[src/rtl/aesl_deadlock_block_reporter.sv]
// aesl_deadlock_block_reporter: counts consecutive kernel-blocked cycles and reports a one-shot deadlock snapshot
module aesl_deadlock_block_reporter #(
  parameter int AXIS_W = 2,
  parameter int INST_W = 2,
  parameter int THRESH = 16
) (
  input  logic              kernel_monitor_clock,
  input  logic              kernel_monitor_reset,
  input  logic              enable,
  input  logic              kernel_block,
  input  logic [AXIS_W-1:0] axis_block_sigs,
  input  logic [INST_W-1:0] inst_idle_sigs,
  output logic              report_valid,
  input  logic              report_ready,
  output logic [AXIS_W-1:0] report_axis,
  output logic [INST_W-1:0] report_idle,
  output logic [31:0]       report_time,
  output logic [15:0]       block_cnt,
  output logic              deadlock
);
  typedef enum logic [1:0] {IDLE, COUNT, REPORT, HALT} state_t;
  localparam logic [15:0] TH    = 16'(THRESH);
  localparam logic [15:0] TH_M1 = 16'(THRESH - 1);
  state_t            r_state, w_state_nxt;
  logic [15:0]       r_cnt, w_cnt_nxt;
  logic [31:0]       r_cycle;
  logic [AXIS_W-1:0] r_axis;
  logic [INST_W-1:0] r_idle;
  logic [31:0]       r_time;
  logic              r_dead;
  logic              w_cap;
  always_comb begin
    w_state_nxt = r_state;
    w_cnt_nxt   = r_cnt;
    w_cap       = 1'b0;
    case (r_state)
      IDLE: begin
        w_state_nxt = (enable && kernel_block) ? COUNT : IDLE;
        w_cnt_nxt   = (enable && kernel_block) ? 16'd1 : 16'd0;
      end
      COUNT: begin
        if (!enable || !kernel_block) begin
          w_state_nxt = IDLE;
          w_cnt_nxt   = 16'd0;
        end else if (r_cnt == TH_M1) begin
          w_state_nxt = REPORT;
          w_cnt_nxt   = TH;
          w_cap       = 1'b1;
        end else begin
          w_cnt_nxt = r_cnt + 16'd1;
        end
      end
      REPORT: begin
        w_state_nxt = report_ready ? HALT : REPORT;
        w_cnt_nxt   = TH;
      end
      default: w_cnt_nxt = TH;
    endcase
  end
  always_ff @(posedge kernel_monitor_clock) begin
    if (kernel_monitor_reset) begin
      r_state <= IDLE;
      r_cnt   <= '0;
      r_cycle <= '0;
      r_axis  <= '0;
      r_idle  <= '0;
      r_time  <= '0;
      r_dead  <= 1'b0;
    end else begin
      r_state <= w_state_nxt;
      r_cnt   <= w_cnt_nxt;
      r_cycle <= r_cycle + 32'd1;
      if (w_cap) begin
        r_axis <= axis_block_sigs;
        r_idle <= inst_idle_sigs;
        r_time <= r_cycle;
        r_dead <= 1'b1;
      end
    end
  end
  assign report_valid = (r_state == REPORT);
  assign report_axis  = r_axis;
  assign report_idle  = r_idle;
  assign report_time  = r_time;
  assign block_cnt    = r_cnt;
  assign deadlock     = r_dead;
endmodule

[config.mk]
export PLATFORM = sky130hd
export DESIGN_NAME = aesl_deadlock_block_reporter
export DESIGN_NICKNAME = d
export VERILOG_FILES = /design/src/rtl/aesl_deadlock_block_reporter.sv
export SDC_FILE = /design/constraint.sdc
export NUM_CORES = 1
export LEC_CHECK = 0
export ABC_AREA = 1
export ABC_CLOCK_PERIOD_IN_PS = 1480
export BUFFER_PORTS_ARGS = -buffer_cell sky130_fd_sc_hd__buf_2
export CAP_MARGIN = 20
export CORE_MARGIN = 4
export CORE_UTILIZATION = 25
export DETAILED_ROUTE_END_ITERATION = 8
export SLEW_MARGIN = 15
export SYNTH_ARGS = -nofsm -noshare
export SYNTH_HDL_FRONTEND = slang
export SYNTH_SLANG_ARGS = --single-unit
[constraint.sdc]
create_clock -name kernel_monitor_clock -period 1.48 [get_ports kernel_monitor_clock]
set_clock_uncertainty 0.15 [all_clocks]
set_input_delay 0.222 -clock kernel_monitor_clock [delete_from_list [all_inputs] [get_ports kernel_monitor_clock]]
set_output_delay 0.222 -clock kernel_monitor_clock [all_outputs]
set_load 0.005 [all_outputs]
After elaboration in Yosys (flattened, before gate mapping):

Cells that the tools add are included.

* $add $sub $neg: 2
* eq/ne operators: 4
* mux-type cells: 12
* reduce and logical (&&, ||, !) cells: 7

Operator list (count)
* $add 32x1->32 const B: 1
* $mux 16: 2
* $pmux 16 s2: 1
* $add 16x1->16 const B: 1
* $eq 16x4->1 const B: 1
* $mux 1: 6
* $pmux 2 s3: 1
* $mux 2: 2
* $ne 3x3->1 const B: 1
* $reduce_bool 3->1: 1
* $eq 2x1->1 const B: 1
* $eq 2x2->1 const B: 1
* $logic_not 1->1: 2
* $logic_not 2->1: 1
* $reduce_and 2->1: 1
* $logic_and 1x1->1: 1
* $logic_or 1x1->1: 1

* register bits after elaboration: 87
* input port bits: 9
* output and inout bits: 54
* logic and storage cells: 32

Longest topological paths before layout:

* word-level depth: 4
* mapped depth: 9

Worst setup path after synthesis:

Ideal clock, no wire load.

* path kind: register to register
* from: reg r_state[1]
* to: reg r_axis[0], in the netlist report_axis[0]
* arrival time: 1.311 ns
* data required time: 1.217 ns
* path slack: -0.093 ns
* cell stages (with the launch flop): 9
* buffers on the path: 1
* period minus slack after synthesis: 1.573 ns
* cell sequence: dfxtp_1 > inv_1 > ha_1 > inv_1 > nor2_2 > nand4_4 > buf_2 > nor2_1 > nor2_1

* word-level cells in the longest chain between the ends: 2

Ends and longest elaborated chain
* from (decl): RTL line 24 `state_t r_state, w_state_nxt;`
* from (signal assigned): RTL line 70 `r_state <= w_state_nxt;`
* $eq 2x1->1: RTL line 36 `case (r_state)`
* $mux 1: RTL line 36
* to (signal assigned): RTL line 74 `r_axis <= axis_block_sigs;`
* to (decl): RTL line 27 `logic [AXIS_W-1:0] r_axis;`

No other way between the ends.
A chain may end at the register's enable or synchronous reset.

Worst setup path in the final report:

* from: reg r_cnt[1], in the netlist block_cnt[1]
* to: reg r_time[26], in the netlist report_time[26]

* word-level cells in the longest chain between the ends: 4

Ends and longest elaborated chain
* from (decl): RTL line 25 `logic [15:0] r_cnt, w_cnt_nxt;`
* from (signal assigned): RTL line 71 `r_cnt <= w_cnt_nxt;`
* $eq 16x4->1: RTL line 45 `end else if (r_cnt == TH_M1) begin`
* $mux 1: RTL line 45
* $mux 1: RTL line 42 `if (!enable || !kernel_block) begin`
* $mux 1: RTL line 36
* to (signal assigned): RTL line 76 `r_time <= r_cycle;`
* to (decl): RTL line 29 `logic [31:0] r_time;`

No other way between the ends.

==> flow_metrics.tcl <==
set metrics [dict create \
    relSlewSlack 0.814 \
    grt_antenna_before_repair 0 \
    dr.pass1.iters 4 \
    gp_congestion 0.840 \
    die_x_um 138 \
    fin_hold_ws_ns 0.0236 \
    final_cells 1008 \
    worst_pin_slew_ns 0.279 \
    num_rows 47 \
    ys_types 27 \
    numPortBuffers 62 \
    h-tree-depth 3 \
    async_reset_ff_frac 0 \
    synth-seq-cells 87 \
    cts_buffers 9 \
    root_buffer "clkbuf_16" \
    routedWlPerCell_um 10.8 \
    violations "negative setup slack" \
    period_needed_ns 1.50 \
    clockBufferDepth 2 \
    antenna_cells 0 \
    placed_area_sq_um 5340 \
    die_h_um 138 \
    r2r_slack_ns -0.02 \
    power_density_nw_per_um2 813 \
    grt_max_degree 36 \
    syn-num-nets 651 \
    syn_inst 636 \
    critPathKind "reg -> reg" \
    vias 4069 \
    critPathMaxFanout 35 \
    hpwl_um 7840 \
    drt_iter0_markers 238 \
    final_core_util 0.377 \
    grt_remaining_overflow 0 \
    coreArea_sq_um 16500 \
    finalHoldViolCount 0 \
    required_ns 1.57 \
    routed_wl_um 10900 \
    io_pins 63 \
    cap_violations 0 \
    fmax_ghz 0.666 \
    status "complete, but fails checks" \
    finalSetupViolations 16 \
    finalCritPeriodShare 1.02 \
    synth_area_sq_um 4190 \
    cts_tree "built" \
    finalInstanceArea_sq_um 6220 \
    ant_nets 0 \
    finalWorstSetupSlack_ns -0.0225 \
    drive_above_1_share 0.371 \
    start_util 0.254 \
    worstHoldPathType "in -> reg" \
    syn_to_final_growth_pct 48.4 \
    startpoint_type "flip-flop" \
    finalNetCount 798 \
    grt.total_usage 0.116 \
    end_kind "flip-flop" \
    peakVddDrop_mv 0.506 \
    leakage_nw 2.83 \
    clk_pin_slew_ns 0.06 \
    grt_pass1_vias 3769 \
    ys.flop_type "dfxtp_1" \
    die_area_sq_um 18900 \
    fin_setup_tns_ns -0.114 \
    rsz0062_at_grt "true" \
    cts.sinks 87 \
    viasPerCell 4.04 \
    ys_warn_count 0 \
    synth_edf_count 0 \
    slew_viol_final 0 \
    clock_latency_ns 0.34 \
    yosysSeqAreaShare 0.415 \
    grt_first_pass_wirelength_um 17600 \
    drc_errors 0 \
    worstPathArrival_ns 1.59 \
    dpl.cell_count 978 \
    syn_area_per_cell_sq_um 6.59 \
]
[per-layer routing]
layer	track usage	routed length, um	up-vias
li1	-	-	2238
met1	0.156	5320	1756
met2	0.180	4860	59
met4	0.0416	173	0
met5	0	0	-
met3	0.0314	554	16
[Yosys cell counts, types with 3 or more instances]
master    number  area, sq um
nor2_1       171          642
nand2_1      185          694
a21oi_1       26          130
buf_2          9         45.0
nor2_4         5         56.3
o21ai_0       11         55.1
nor2_2         7         43.8
xnor2_1        7         61.3
nand2_2        4         25.0
xor2_1         6         52.6
inv_1         64          240
buf_6          4         45.0
dfxtp_1       87         1740
nand3_2        3         30.0
nand3b_1       9         67.6
nand3_1       14         70.1
nor3_1         6         30.0
ha_1           6         75.1
[metrics by stage]
step	power (mW)	setup slack (ns)
3_3_place_gp	2.56	-0.0368
4_1_cts	5.12	-0.0541
2_1_floorplan	2.49	-0.00368
5_1_grt	5.24	-0.132
3_5_place_dp	2.56	-0.0754
6_report	5.06	-0.0225
[sequential cells by signal (all words and copies together), names as in the netlist]
| name | flops |
|---|---|
| block_cnt | 16 |
| deadlock | 1 |
| report_time | 32 |
| report_axis | 2 |
| r_cycle | 32 |
| r_state | 2 |
| report_idle | 2 |
[cells in the final DEF, fill, tap and decap left out, types with 15 or more instances in the layout]
master / n
nand2_1: 167
nor2_1: 135
buf_4: 72
buf_2: 61
inv_1: 60
dfxtp_1: 59
nor2_2: 29
dfxtp_2: 25
a21oi_1: 24
nor2_4: 19
nand2_2: 15
[layout make-up]
| cell class | count | area (sq um) |
|---|---|---|
| Fill cell | 1674 | 10300 |
| Multi-Input combinational cell | 468 | 2500 |
| Sequential cell | 87 | 1780 |
| Timing Repair Buffer | 151 | 1080 |
| Tap cell | 220 | 275 |
| Clock buffer | 11 | 253 |
| Inverter | 66 | 250 |
| Clock inverter | 5 | 78.8 |
[power breakdown]
part	switching [mW]	total, mW	internal, mW	leakage, nW
Clock	0.935	2.51	1.57	0.166
Sequential	0.0166	2.37	2.35	0.716
Combinational	0.0932	0.181	0.0879	1.94
Total	1.05	5.06	4.01	2.83
[kinds of logic after synthesis]
kind of cell / count (synthesis) / synth area share
xor gates and xnor gates: 13 / 0.0271
and+or+nand+nor: 411 / 0.412
adders and majority gates: 6 / 0.0179
buffers and inverters: 81 / 0.0823
AOI/OAI and AO/OA: 38 / 0.0456
DFF: 87 / 0.415
[worst max-delay path, stage by stage (launching register included)]
cell	delay, ns
dfxtp_2	0.35
ha_4	0.15
nand3_4	0.09
nor2_4	0.14
nand4_4	0.13
buf_12	0.20
nor2_1	0.12
nor2_1	0.06
[final timing paths]
path / startpoint / to / cells after the start
worst max-delay path: block_cnt[1]$_SDFF_PP0_ / report_time[26]$_SDFFE_PP0P_ / 7
worst min-delay path: kernel_block / block_cnt[0]$_SDFF_PP0_ / 3
worst max register to register: block_cnt[1]$_SDFF_PP0_ / report_time[26]$_SDFFE_PP0P_ / 7
worst min register to register: deadlock$_SDFFE_PP0P_ / deadlock$_SDFFE_PP0P_ / 2
[timing repair]
item,in CTS,in global routing
resized for setup,21,117
endpoints found under the hold margin,5,0
hold buffers,5,0
endpoints found under the setup margin,58,78
setup buffers,2,8
pin swaps,3,30
Note: power is estimated with default switching activity, not from simulation.
